===== config.mk =====
export PLATFORM = sky130hd
export DESIGN_NAME = lin_recur_gen
export DESIGN_NICKNAME = d
export VERILOG_FILES = /design/src/rtl/lin_recur_gen.sv
export SDC_FILE = /design/constraint.sdc
export NUM_CORES = 1
export LEC_CHECK = 0
export CORE_UTILIZATION = 50
export DETAILED_ROUTE_END_ITERATION = 6
export PLACE_DENSITY = 0.73
export SLEW_MARGIN = 30
export SYNTH_ARGS = -nofsm -noshare
export SYNTH_HDL_FRONTEND = slang
export SYNTH_SLANG_ARGS = --single-unit

===== constraint.sdc =====
create_clock -name clk -period 8.6 [get_ports clk]
set_input_delay 0.86 -clock clk [delete_from_list [all_inputs] [get_ports clk]]
set_output_delay 0.86 -clock clk [all_outputs]
set_load 0.02 [all_outputs]

===== src/rtl/lin_recur_gen.sv =====
// lin_recur_gen: sum of a tap-selected subset of the last ORDER terms,
// streamed over valid/ready, with term limit and wrap/saturate overflow.
module lin_recur_gen #(
  parameter int WIDTH = 32,
  parameter int ORDER = 3,
  parameter int CNT_W = 16,
  parameter bit SAT = 1'b0,
  parameter logic [ORDER-1:0] DEF_TAPS = 3'b011,
  parameter logic [ORDER*WIDTH-1:0] DEF_SEED = {32'd1, 64'd0},
  parameter bit AUTO_START = 1'b1
) (
  input  logic                   clk,
  input  logic                   reset,
  input  logic                   cfg_load,
  input  logic [ORDER-1:0]       cfg_taps,
  input  logic [ORDER*WIDTH-1:0] cfg_seed,
  input  logic [CNT_W-1:0]       cfg_limit,
  input  logic                   start,
  output logic                   out_valid,
  input  logic                   out_ready,
  output logic [WIDTH-1:0]       seq_o,
  output logic [CNT_W-1:0]       term_idx,
  output logic                   ovf,
  output logic                   busy,
  output logic                   done
);

  localparam int SW = WIDTH + $clog2(ORDER) + 1;

  typedef enum logic [1:0] {
    S_IDLE,
    S_RUN,
    S_DONE
  } state_t;

  state_t                 r_state;
  state_t                 w_next;
  logic [ORDER*WIDTH-1:0] r_hist;
  logic [ORDER*WIDTH-1:0] r_shadow;
  logic [ORDER-1:0]       r_taps;
  logic [CNT_W-1:0]       r_limit;
  logic [CNT_W-1:0]       r_idx;
  logic                   r_ovf;

  logic [SW-1:0]          w_sum;
  logic                   w_of;
  logic [CNT_W-1:0]       w_idx_nx;
  logic                   w_last;
  logic                   w_xfer;
  logic                   w_start;

  always_comb begin
    w_sum = '0;
    for (int k = 0; k < ORDER; k++) begin
      if (r_taps[k]) begin
        w_sum = w_sum + {{(SW-WIDTH){1'b0}}, r_hist[k*WIDTH +: WIDTH]};
      end
    end
  end

  assign w_of     = |w_sum[SW-1:WIDTH];
  assign seq_o    = (SAT && w_of) ? {WIDTH{1'b1}} : w_sum[WIDTH-1:0];
  assign w_idx_nx = r_idx + {{(CNT_W-1){1'b0}}, 1'b1};
  assign w_last   = (r_limit != '0) && (w_idx_nx == r_limit);
  assign w_xfer   = (r_state == S_RUN) && out_ready;
  assign w_start  = start && (r_state != S_RUN);

  assign out_valid = (r_state == S_RUN);
  assign busy      = (r_state == S_RUN);
  assign done      = (r_state == S_DONE);
  assign term_idx  = r_idx;
  assign ovf       = r_ovf;

  always_ff @(posedge clk) begin
    if (!reset) begin
      r_state <= AUTO_START ? S_RUN : S_IDLE;
    end else begin
      r_state <= w_next;
    end
  end

  always_comb begin
    w_next = r_state;
    if (cfg_load) begin
      w_next = S_IDLE;
    end else begin
      case (r_state)
        S_IDLE, S_DONE: if (start) w_next = S_RUN;
        S_RUN:          if (out_ready && w_last) w_next = S_DONE;
        default:        w_next = S_IDLE;
      endcase
    end
  end

  // cfg_load outranks start, which outranks a transfer
  always_ff @(posedge clk) begin
    if (!reset) begin
      r_hist   <= DEF_SEED;
      r_shadow <= DEF_SEED;
      r_taps   <= DEF_TAPS;
      r_limit  <= '0;
      r_idx    <= '0;
      r_ovf    <= 1'b0;
    end else if (cfg_load) begin
      r_hist   <= cfg_seed;
      r_shadow <= cfg_seed;
      r_taps   <= cfg_taps;
      r_limit  <= cfg_limit;
      r_idx    <= '0;
      r_ovf    <= 1'b0;
    end else if (w_start) begin
      r_hist <= r_shadow;
      r_idx  <= '0;
      r_ovf  <= 1'b0;
    end else if (w_xfer) begin
      r_hist <= {seq_o, r_hist[ORDER*WIDTH-1:WIDTH]};
      r_idx  <= w_idx_nx;
      r_ovf  <= r_ovf | w_of;
    end
  end

endmodule


## Word-level counts from Yosys, hierarchy flattened

Index checks and enable logic that the tools add are counted.
Widths: inputs -> output; s select.

| cells by class | value |
|---|---|
| add/sub/neg operators | 3 |
| equality and inequality tests | 8 |
| multiplexer cells | 10 |
| bitwise logic cells | 2 |
| reductions and logical operators | 13 |

Operators by type and width:

| operator | count |
|---|---|
| $mux 96 | 3 |
| $add 35x32->35 | 2 |
| $mux 35 | 2 |
| $mux 32 | 1 |
| $add 16x1->16 const B | 1 |
| $eq 16x16->1 | 1 |
| $reduce_bool 16->1 | 1 |
| $reduce_or 3->1 | 2 |
| $logic_and 1x1->1 | 4 |
| $mux 2 | 2 |
| $ne 2x1->1 const B | 2 |
| $pmux 2 s2 | 1 |
| $reduce_and 2->1 | 2 |
| $reduce_or 2->1 | 2 |
| $ne 3x2->1 const B | 1 |
| $ne 3x3->1 const B | 1 |
| $reduce_bool 3->1 | 1 |
| $eq 2x1->1 const B | 1 |
| $eq 2x2->1 const B | 1 |
| $logic_not 2->1 | 1 |
| $ne 2x2->1 const B | 1 |
| $mux 1 | 1 |
| $not 1->1 | 1 |
| $or 1x1->1 | 1 |

| storage, ports and cells | value |
|---|---|
| register bits | 230 |
| bits of input ports | 120 |
| logic and storage cells | 44 |

## Depth between registers and ports, before layout

Gate-level depths: netlist (run 1).

| depth | value |
|---|---|
| depth in word-level cells | 8 |
| gate-level depth with buffers | 24 |
| mapped depth without buffers | 21 |

## Worst setup path before layout (run 1)

Ideal clock, no wire load.

| timing | value |
|---|---|
| kind | reg2out |
| start | reg r_taps[0] |
| end | out seq_o[30] |
| data arrival time | 4.867 ns |
| setup slack | 2.873 ns |
| cell stages (with the launch flop) | 22 |
| cells stage by stage | dfxtp_1 > buf_2 > clkbuf_1 > clkbuf_1 > and2_1 > ha_1 > a21o_1 > a21o_1 > a21o_1 > a311o_1 > a21o_2 > nor4b_1 > or3_4 > ha_1 > a21o_1 > a21oi_1 > o21bai_1 > a31oi_1 > o21ai_0 > a2111oi_0 > a221o_1 > inv_1 |

| between the ends | value |
|---|---|
| word-level cells in the longest chain between the ends | 5 |

Ends and longest elaborated chain:

| what | line | source |
|---|---|---|
| from (decl) | 40 | `logic [ORDER-1:0] r_taps;` |
| from (signal assigned) | 107 | `r_taps <= cfg_taps;` |
| $mux 32 (*) | 55 | `if (r_taps[k]) begin` |
| $add 35x32->35 | 56 | `w_sum = w_sum + {{(SW-WIDTH){1'b0}}, r_hist[k*WIDTH +: WIDTH]};` |
| $mux 35 (*) | 55 |  |
| $add 35x32->35 | 56 |  |
| $mux 35 (*) | 55 |  |
| to (decl) | 21 | `output logic [WIDTH-1:0] seq_o,` |

Every way passes the cells marked *; elsewhere a longest branch is shown, timed or not.

## Final worst setup path (run 1)

Ends and elaborated chain as after synthesis.

==> results.tsv, run 1 <==
stage	metric	value	unit
floorplanning	IO Pins	172	
worst_setup_path	critical path cell sequence	buf_4, and2_1, ha_1, a21oi_1, a211oi_1, a2111oi_0, o21ai_1, a41oi_1, xnor2_1, mux2i_1, inv_1, ha_1, nand2_1, o21ai_0, nor2_1, a311oi_1, nor2_1, o21ai_0, a2111oi_0, a221o_1, inv_1, clkdlybuf4s50_1	
clock_tree	Post-CTS Hold Fix Bufs	0	
synth	post-synthesis cell type count	79	
route	Via density	5.895	
layout	Synth-to-Final Area Change	18.15	%
worst_setup_path	Worst path top cell family by delay	compound AO/OA/AOI/OAI gates	
sta	Hold Fails Final Rpt	0	
worst_setup_path	CP max FO	32	
run	Max Cap Viol	0	
worst_setup_path	CP bufs+invs	4	
layout	most common cell after layout, fill and taps aside	nand2_1	
layout	ratio of cells with drive above 1 in the final layout	0.05160	
layout	most frequent cells in the layout	369 x nand2_1, 229 x dfxtp_1, 169 x clkdlybuf4s50_1	
grt	vias in the first global route	13700	
sta	crit path time final	7800	ps
synth	Post-Syn Instances	1925	
clock_tree	CTS tree	done	
synth	Post-Synth Simple-Gate Area	0.1993	
synth	Avg Inst Size Synth	7.894	um2
clock_tree	clk slew on worst S/H paths	60	ps
floorplanning	die area	31090	um2
floorplanning	Initial Utilization	0.5100	
synth	Post-synth EDFFs	0	
sta	Setup Skew	10.95	ps
worst_setup_path	crit path DAT	6940	ps
floorplanning	Rows	63	
grt	Overall Global Routing Usage	0.2993	
hold_path	hold crit path type	flip-flop to flip-flop	
synth	synth top area cells	dfxtp_1 30%, nand2_1 9.2%, mux2i_1 8.0%	
worst_setup_path	Worst path max stage delay	680	ps
grt	initial antenna violation count	0	
place	Placed Cells	2377	
sta	final worst-path cycle share	0.9070	
synth	adder-cell area share of the yosys netlist	0.05146	
worst_setup_path	CP startpoint kind	flip-flop	
layout	nets	2196	
place	Buffers on Ports	171	
sta	setup TNS	0	ps
place	Final GP Congestion	0.9313	
synth	largest family of logic cells by synthesized area	compound AO/OA/AOI/OAI gates	
clock_tree	CTS Buf Count	26	
layout	non-filler instance count after layout	2425	
place	DP Wirelength	33620	um
clock_tree	Post-CTS Setup Inserts	0	
route	post-route DRC violation count	0	
grt	pin count of the biggest net entering global routing	93	
route	post-route ant nets	0	
floorplanning	Die Ht	176.3	um
outcome	status	completed	
grt	GR Overflow Total	0	
synth	Synth async-reset ratio	0	
layout	diode count	0	
synth	yosys warns	0	
sta	Max Slew Vio Count	0	
power_and_ir_drop	total power	0.003149	W
clock_tree	post-CTS resize count	0	
clock_tree	H-tree depth	1	
synth	post-synthesis xor/xnor area fraction	0.05187	
sta	worst slew pin tran	976.5	ps
synth	register area share after synthesis	0.3030	
clock_tree	deepest clock path buffer count	3	
sta	Rel. slew slack	0.3490	
power_and_ir_drop	leakage	7.259	nW
clock_tree	CTS Root Cell	clkbuf_16	
route	Pre-antenna DRT Iters	5	
worst_setup_path	critical path class	flip-flop to output pin	
clock_tree	worst-skew pair later-pin latency	550	ps
clock_tree	clock sink count	230	
route	Detailed Route Iter0 Violations	1016	
synth	post-synth top area cell	dfxtp_1	
synth	count of state elements after synthesis	230	
worst_setup_path	element type at the critical path end	output pin	
sta	RSZ-0062 raised after global routing	no	
worst_setup_path	CP required	7740	ps
floorplanning	core region area	29800	um2
grt	first-pass GRT wire length	74090	um
power_and_ir_drop	Power Dens Cells	175.4	nW/um2
synth	synthesized area	15200	um2
synth	Mapped Nets	2106	
worst_setup_path	slowest CP cell	dfxtp_1	
route	Wirelength per Cell	19.47	um
synth	top_reg_cell synth	dfxtp_1	
route	Total Routed Length	47220	um
floorplanning	die width	176.3	um
synth	Yosys top cell area share	0.3030	
synth	mux share of post-synthesis cell area	0.09667	
sta	final setup fails	0	
power_and_ir_drop	VDD IR max	0.1476	mV
route	via count	14300	
sta	Fmax	128.2	MHz
synth	post-synthesis compound-gate area fraction	0.2574	
[layer usage]
| metal | global-route usage | up-vias | wire, um |
|---|---|---|---|
| met5 | 0 | - | 0 |
| met4 | 0.1358 | 0 | 2196 |
| met3 | 0.02864 | 109 | 2030 |
| met2 | 0.5166 | 387 | 22820 |
| met1 | 0.3763 | 6763 | 20170 |
| li1 | - | 7036 | - |
[flip-flops by register name, indices dropped and copies added, names as in the netlist]
signal    flops
r_hist       96
r_taps        3
r_limit      16
r_shadow     96
r_state       2
term_idx     16
ovf           1
[layout make-up]
type / count / area (um2)
clock buffer: 40 / 753.2
clock inverter: 8 / 130.1
fill: 2756 / 11840
inverter: 34 / 127.6
multi-input combinational: 1535 / 10000
sequential: 230 / 4606
tap: 390 / 488.0
timing repair buffer: 188 / 1849
[where the power goes]
part	total, W	switching [W]	internal [W]
registers	0.00120	0.0000666	0.00113
logic	0.000794	0.000453	0.000341
clock network	0.00115	0.000462	0.000692
[cells in the mapped netlist (15+ instances only)]
cell type	instances
nand2_1	371
dfxtp_1	230
a21boi_0	143
o21ai_0	137
mux2i_1	122
clkbuf_1	103
a21oi_1	79
nor2_1	69
ha_1	60
nor2b_1	52
xnor2_1	50
xor2_1	40
a21o_1	38
and2_1	36
nand3_1	36
inv_1	32
mux2_2	21
o21a_1	19
buf_1	18
or3_1	18
a211oi_1	16
and3_1	16
nor3_1	15
[cell families after synthesis]
kind of cell,after synthesis
simple gates,663
compound gates,576
flops,230
buf+inv,160
mux,144
xor+xnor,90
fa+ha+maj,62
[stage by stage]
step | area [um2] | hold WS (ps) | setup WS [ps] | utilization
6_report | 17950 | 462.9 | 799.6 | 0.6025
5_1_grt | 17950 | 487.1 | 385.2 | 0.6025
4_1_cts | 17950 | 462.7 | 969.3 | 0.6023
3_5_place_dp | 17060 | 454.7 | 1598 | 0.5726
3_3_place_gp | 17060 | 448.6 | 1708 | 0.5725
2_1_floorplan | 15200 | 436.3 | 2873 | -
[worst min-delay path: stages, from the launching register on]
cell and delay (ps):
dfxtp_1 310, nand2_1 50, a21boi_0 60
[final timing paths]
| path | start | endpoint | slack (ps) | cells past startpoint |
|---|---|---|---|---|
| setup reg to reg | r_taps[0]$_SDFFE_PN1P_ | r_hist[88]$_SDFFE_PN0P_ | 2440 | 22 |
| hold reg to reg | r_hist[29]$_SDFFE_PN0P_ | r_hist[29]$_SDFFE_PN0P_ | 460 | 2 |
| setup / recovery | r_taps[0]$_SDFFE_PN1P_ | seq_o[30] | 800 | 22 |
| hold / removal | r_hist[29]$_SDFFE_PN0P_ | r_hist[29]$_SDFFE_PN0P_ | 460 | 2 |
Note: power is estimated with default switching activity, not from simulation.
==> run 2, diff against run 1 <==
--- a/config.mk
+++ b/config.mk
@@ -8,6 +8,7 @@
 export CORE_UTILIZATION = 50
 export DETAILED_ROUTE_END_ITERATION = 6
 export PLACE_DENSITY = 0.73
+export REMOVE_ABC_BUFFERS = 1
 export SLEW_MARGIN = 30
 export SYNTH_ARGS = -nofsm -noshare
 export SYNTH_HDL_FRONTEND = slang
==> run 2 against run 1 <==
Worst hold slack got worse by 3.8 ps. Critical endpoint is now seq_o[31]. Via count rose by 0.56%. Critical path depth fell by 1. Final area rose by 0.24%. Die area did not move. Clock skew rose by 8.5 ps. Sequential power barely moved. Cell count barely moved.
==> results.tsv, run 2 (synthesized netlist as in run 1, its figures left out) <==
stage	metric	value	unit	change
clock_tree	CTS tree	done		unchanged
sta	crit path time final	7341	ps	was 7800 ps
floorplanning	IO Pins	172		unchanged
grt	first-pass GRT wire length	72190	um	was 74090 um
grt	Overall Global Routing Usage	0.2870		was 0.2993
place	Final GP Congestion	0.9419		was 0.9313
layout	most common cell after layout, fill and taps aside	nand2_1		unchanged
floorplanning	die width	176.3	um	unchanged
floorplanning	core region area	29800	um2	unchanged
clock_tree	post-CTS resize count	0		unchanged
hold_path	hold crit path type	flip-flop to flip-flop		unchanged
route	Via density	5.925		was 5.895
route	post-route ant nets	0		unchanged
layout	Synth-to-Final Area Change	18.44	%	was 18.15%
place	DP Wirelength	30980	um	was 33620 um
worst_setup_path	CP startpoint kind	flip-flop		unchanged
sta	final setup fails	0		unchanged
layout	Layout Utilization	0.6040		was 0.6025
floorplanning	Die Ht	176.3	um	unchanged
place	Buffers on Ports	171		unchanged
layout	ratio of cells with drive above 1 in the final layout	0.05697		was 0.05160
grt	vias in the first global route	13950		was 13700
worst_setup_path	CP required	7740	ps	about the same
clock_tree	worst-skew pair later-pin latency	550	ps	about the same
floorplanning	die area	31090	um2	unchanged
route	post-route DRC violation count	0		unchanged
layout	most frequent cells in the layout	369 x nand2_1, 228 x dfxtp_1, 169 x clkdlybuf4s50_1		was 369 x nand2_1, 229 x dfxtp_1, 169 x clkdlybuf4s50_1
layout	diode count	0		unchanged
sta	final worst-path cycle share	0.8536		was 0.9070
route	Total Routed Length	45230	um	was 47220 um
sta	Setup Skew	19.47	ps	was 10.95 ps
layout	nets	2196		unchanged
worst_setup_path	element type at the critical path end	output pin		unchanged
clock_tree	CTS Buf Count	27		was 26
sta	Fmax	136.2	MHz	was 128.2 MHz
sta	Hold Fails Final Rpt	0		unchanged
sta	worst slew pin tran	940.6	ps	was 976.5 ps
sta	Max Slew Vio Count	0		unchanged
run	Max Cap Viol	0		unchanged
outcome	status	completed		unchanged
hold_path	worst hold start	r_hist[31]$_SDFFE_PN0P_		was r_hist[29]$_SDFFE_PN0P_
clock_tree	H-tree depth	1		unchanged
grt	initial antenna violation count	0		unchanged
route	Wirelength per Cell	18.64	um	was 19.47 um
clock_tree	clock sink count	230		unchanged
sta	Rel. slew slack	0.3730		was 0.3490
clock_tree	Post-CTS Setup Inserts	0		unchanged
sta	RSZ-0062 raised after global routing	no		unchanged
route	via count	14380		was 14300
worst_setup_path	Worst Setup SP	r_taps[0]$_SDFFE_PN1P_		unchanged
worst_setup_path	critical path class	flip-flop to output pin		unchanged
power_and_ir_drop	Power Dens Cells	176.2	nW/um2	was 175.4 nW/um2
clock_tree	Post-CTS Hold Fix Bufs	0		unchanged
clock_tree	clk slew on worst S/H paths	70	ps	was 60 ps
layout	non-filler instance count after layout	2426		was 2425
layout	fillers	2715		was 2756
floorplanning	Rows	63		unchanged
route	Pre-antenna DRT Iters	5		unchanged
floorplanning	Initial Utilization	0.5100		unchanged
clock_tree	CTS Root Cell	clkbuf_16		unchanged
worst_setup_path	crit path DAT	6480	ps	was 6940 ps
grt	pin count of the biggest net entering global routing	125		was 93
grt	GR Overflow Total	0		unchanged
power_and_ir_drop	leakage	7.282	nW	was 7.259 nW
power_and_ir_drop	VDD IR max	0.1645	mV	was 0.1476 mV
route	Detailed Route Iter0 Violations	943		was 1016
sta	setup TNS	0	ps	unchanged
clock_tree	deepest clock path buffer count	3		unchanged
worst_setup_path	r2r startpoint	r_taps[0]$_SDFFE_PN1P_		unchanged
layout	Regs by FF count	r_hist (96), r_shadow (96)		unchanged
worst_setup_path	CP max FO	33		was 32
place	Placed Cells	2376		was 2377
run 2: changes by cell type in the layout (fill, tap and decap cells not counted), sizes merged:
| cell | before | now |
|---|---|---|
| clkbuf | 40 | 31 |
| clkinv | 5 | 12 |
| clkinvlp | 0 | 3 |
| buf | 19 | 17 |
| inv | 34 | 36 |
run 2: routing by layer:
layer,global-route usage,routed length (um)
met5,0,0
met2,0.4713,20680
met4,0.08333,1028
met1,0.3860,20490
met3,0.04651,3033
run 2: final cells by class:
| cell class | count | area [um2] | area share |
|---|---|---|---|
| Clock buffer | 30 | 716.9 | 0.03984 |
| Sequential cell | 230 | 4607 | 0.2560 |
| Timing Repair Buffer | 187 | 1846 | 0.1025 |
| Inverter | 34 | 127.6 | 0.007091 |
| Clock inverter | 20 | 212.7 | 0.01182 |
| Multi-Input combinational cell | 1535 | 10000 | 0.5556 |
| Tap cell | 390 | 488.0 | 0.02711 |
run 2: critical path: stages, from the launching register on:
cell and delay, ps:
dfxtp_2 680, buf_4 360, and2_1 190, ha_1 320, and3_1 250, and2_1 210, a221o_1 370, a31oi_4 240
o21ai_0 160, xnor2_1 160, o21ai_0 240, ha_1 360, a21o_1 190, a21oi_1 130, o21bai_1 120, a221oi_1 300
o21ai_0 120, a31o_2 250, xor2_1 220, nor2_1 80, a21oi_1 300, clkdlybuf4s50_1 670
run 2: path summary, 6_finish.rpt:
kind / endpoint / slack [ps] / cells past startpoint
worst min-delay path: r_hist[31]$_SDFFE_PN0P_ / 460 / 2
worst min register to register: r_hist[31]$_SDFFE_PN0P_ / 460 / 2
worst max-delay path: seq_o[31] / 1260 / 21
worst max register to register: r_hist[94]$_SDFFE_PN0P_ / 3090 / 20
run 2: metrics by stage:
stage	power [W]	instance area, um2	hold WS, ps	setup slack, ps
after detailed placement	0.001995	17070	455.3	1597
after floorplan	0.001689	14710	436.3	2371
final	0.003172	18000	459.1	1259
after global placement	0.001983	17070	448.9	1682
after CTS	0.003184	18000	462.2	931.1
after global routing	0.003311	18000	493.0	757.3
run 2: report_power, final:
group          switching, W  internal, W
clock              0.000490     0.000697
combinational      0.000446     0.000342
sequential        0.0000640      0.00113
total               0.00100      0.00217
==> run 3, diff against run 2 <==
--- a/config.mk
+++ b/config.mk
@@ -5,8 +5,10 @@
 export SDC_FILE = /design/constraint.sdc
 export NUM_CORES = 1
 export LEC_CHECK = 0
+export CAP_MARGIN = 20
 export CORE_UTILIZATION = 50
 export DETAILED_ROUTE_END_ITERATION = 6
+export MAX_ROUTING_LAYER = met4
 export PLACE_DENSITY = 0.73
 export REMOVE_ABC_BUFFERS = 1
 export SLEW_MARGIN = 30
==> run 3 against run 2 <==
Cell count stayed put. Worst hold slack hardly changed. Critical path depth is 1 higher. Fmax is 4.1% lower. Sequential power hardly changed. Setup slack worse by 310 ps. Register-to-register slack worse by 360 ps. Critical endpoint unchanged. Largest power group unchanged.
==> results.tsv, run 3 (synthesized netlist as in run 1, its figures left out) <==
stage	metric	value	unit	change
outcome	status	completed		unchanged
worst_setup_path	r2r startpoint	r_taps[0]$_SDFFE_PN1P_		unchanged
worst_setup_path	Worst path max stage delay	890	ps	was 680 ps
worst_setup_path	CP required	7740	ps	about the same
route	Detailed Route Iter0 Violations	963		was 943
layout	nets	2198		was 2196
route	via count	14330		was 14380
layout	fillers	2712		was 2715
floorplanning	Initial Utilization	0.5100		unchanged
sta	setup TNS	0	ps	unchanged
grt	vias in the first global route	13490		was 13950
hold_path	hold crit path type	flip-flop to flip-flop		unchanged
power_and_ir_drop	leakage	7.247	nW	was 7.282 nW
floorplanning	Die Ht	176.3	um	unchanged
floorplanning	IO Pins	172		unchanged
sta	Max Slew Vio Count	0		unchanged
layout	Regs by FF count	r_hist (96), r_shadow (96)		unchanged
clock_tree	deepest clock path buffer count	3		unchanged
clock_tree	Post-CTS Hold Fix Bufs	0		unchanged
route	post-route DRC violation count	0		unchanged
worst_setup_path	slowest CP cell	dfxtp_1		was dfxtp_2
sta	final worst-path cycle share	0.8899		was 0.8536
route	Wirelength per Cell	18.53	um	was 18.64 um
grt	GR Overflow Total	0		unchanged
sta	Final Hold Slack	458.8	ps	was 459.1 ps
clock_tree	Post-CTS Setup Inserts	0		unchanged
clock_tree	CTS Root Cell	clkbuf_16		unchanged
floorplanning	die area	31090	um2	unchanged
worst_setup_path	CP max FO	26		was 33
floorplanning	die width	176.3	um	unchanged
worst_setup_path	Worst Setup SP	r_taps[0]$_SDFFE_PN1P_		unchanged
run	Max Cap Viol	0		unchanged
clock_tree	clock sink count	230		unchanged
grt	first-pass GRT wire length	70860	um	was 72190 um
layout	diode count	0		unchanged
worst_setup_path	critical path class	flip-flop to output pin		unchanged
clock_tree	clk slew on worst S/H paths	60	ps	was 70 ps
sta	RSZ-0062 raised after global routing	no		unchanged
sta	Hold Fails Final Rpt	0		unchanged
layout	ratio of cells with drive above 1 in the final layout	0.05354		was 0.05697
place	Buffers on Ports	171		unchanged
hold_path	worst hold start	r_hist[31]$_SDFFE_PN0P_		unchanged
route	Via density	5.906		was 5.925
clock_tree	worst-skew pair later-pin latency	550	ps	about the same
clock_tree	CTS tree	done		unchanged
grt	initial antenna violation count	0		unchanged
floorplanning	Rows	63		unchanged
worst_setup_path	Critical Path Most Common Cell	o21ai_0		unchanged
worst_setup_path	critical path cell sequence	buf_4, and2_1, ha_1, and3_1, a221oi_1, o221a_2, o21ai_2, a31oi_4, o21ai_0, xnor2_1, o21ai_0, ha_1, a21o_1, a21oi_1, o21bai_1, a221oi_1, o21ai_0, a31o_2, xor2_1, nor2_1, a21oi_1, clkdlybuf4s50_1		was buf_4, and2_1, ha_1, and3_1, and2_1, a221o_1, a31oi_4, o21ai_0, xnor2_1, o21ai_0, ha_1, a21o_1, a21oi_1, o21bai_1, a221oi_1, o21ai_0, a31o_2, xor2_1, nor2_1, a21oi_1, clkdlybuf4s50_1
sta	Setup Skew	19.64	ps	was 19.47 ps
route	Pre-antenna DRT Iters	5		unchanged
sta	crit path time final	7653	ps	was 7341 ps
worst_setup_path	CP startpoint kind	flip-flop		unchanged
route	Total Routed Length	44960	um	was 45230 um
sta	Rel. slew slack	0.3502		was 0.3730
power_and_ir_drop	VDD IR max	0.1486	mV	was 0.1645 mV
worst_setup_path	crit path DAT	6790	ps	was 6480 ps
sta	Fmax	130.7	MHz	was 136.2 MHz
floorplanning	core region area	29800	um2	unchanged
place	Final GP Congestion	0.9306		was 0.9419
grt	Overall Global Routing Usage	0.2916		was 0.2870
clock_tree	CTS Buf Count	26		was 27
grt	pin count of the biggest net entering global routing	100		was 125
worst_setup_path	element type at the critical path end	output pin		unchanged
layout	most common cell after layout, fill and taps aside	nand2_1		unchanged
place	DP Wirelength	31170	um	was 30980 um
sta	final setup fails	0		unchanged
route	post-route ant nets	0		unchanged
power_and_ir_drop	Power Dens Cells	171.0	nW/um2	was 176.2 nW/um2
clock_tree	H-tree depth	1		unchanged
sta	worst slew pin tran	972.7	ps	was 940.6 ps
layout	Synth-to-Final Area Change	17.88	%	was 18.44%
clock_tree	post-CTS resize count	0		unchanged
layout	most frequent cells in the layout	369 x nand2_1, 229 x dfxtp_1, 169 x clkdlybuf4s50_1		was 369 x nand2_1, 228 x dfxtp_1, 169 x clkdlybuf4s50_1
-- run 3: cell count changes in the layout (fill, tap and decap cells not counted), moves of 2 or more --
cell / previous run / this run
buf_4: 16 / 20
bufinv_16: 3 / 0
clkbuf_1: 0 / 6
clkbuf_8: 4 / 9
clkinv_2: 8 / 4
clkinv_4: 3 / 0
clkinvlp_4: 3 / 1
-- run 3: report_power, final --
group          leakage [nW]  switching (W)  total (W)  internal [W]
Combinational          4.94       0.000446   0.000787      0.000342
Clock                 0.412       0.000453    0.00108      0.000626
Sequential             1.89      0.0000630    0.00120       0.00113
-- run 3: through the flow --
stage	instances	cell area (um2)	total power [W]	util	worst slack, ps
2_1_floorplan	1799	14710	0.001689	-	2371
3_3_place_gp	2379	17080	0.001984	0.5731	1670
3_5_place_dp	2379	17080	0.001995	0.5731	1566
4_1_cts	2426	17910	0.003073	0.6012	945.7
5_1_grt	2426	17910	0.003196	0.6012	499.3
6_report	2426	17910	0.003062	0.6012	947.0
-- run 3: path summary, 6_finish.rpt --
path,to,slack (ps),depth (start not counted)
max,seq_o[31],950,22
min,r_hist[31]$_SDFFE_PN0P_,460,2
max reg2reg,r_hist[88]$_SDFFE_PN0P_,2730,20
min reg2reg,r_hist[31]$_SDFFE_PN0P_,460,2
-- run 3: layout make-up --
cell class / instances / area, um2 / share of cell area
multi-input cells: 1535 / 10000 / 0.5583
flip-flops and latches: 230 / 4606 / 0.2571
repair buffers: 190 / 1856 / 0.1036
clock buffers: 40 / 783.3 / 0.04373
well taps: 390 / 488.0 / 0.02724
inverters: 34 / 127.6 / 0.007125
clock inverters: 7 / 52.55 / 0.002934
-- run 3: critical path, delay by kind of cell, from the launching register on --
family,cells,cell delay (ps)
adders and majority gates,2,670
DFF,1,890
AOI/OAI and AO/OA,13,2730
xor gates and xnor gates,2,350
and+or+nand+nor,3,510
buffers and inverters,2,1050
-- run 3: per-layer routing --
layer | GRT usage | vias up | share of wire
met1 | 0.3878 | 6751 | 0.46
met5 | - | - | 0
met3 | 0.04134 | 93 | 0.061
met4 | 0.09914 | 0 | 0.033
li1 | - | 7025 | -
met2 | 0.4524 | 460 | 0.44
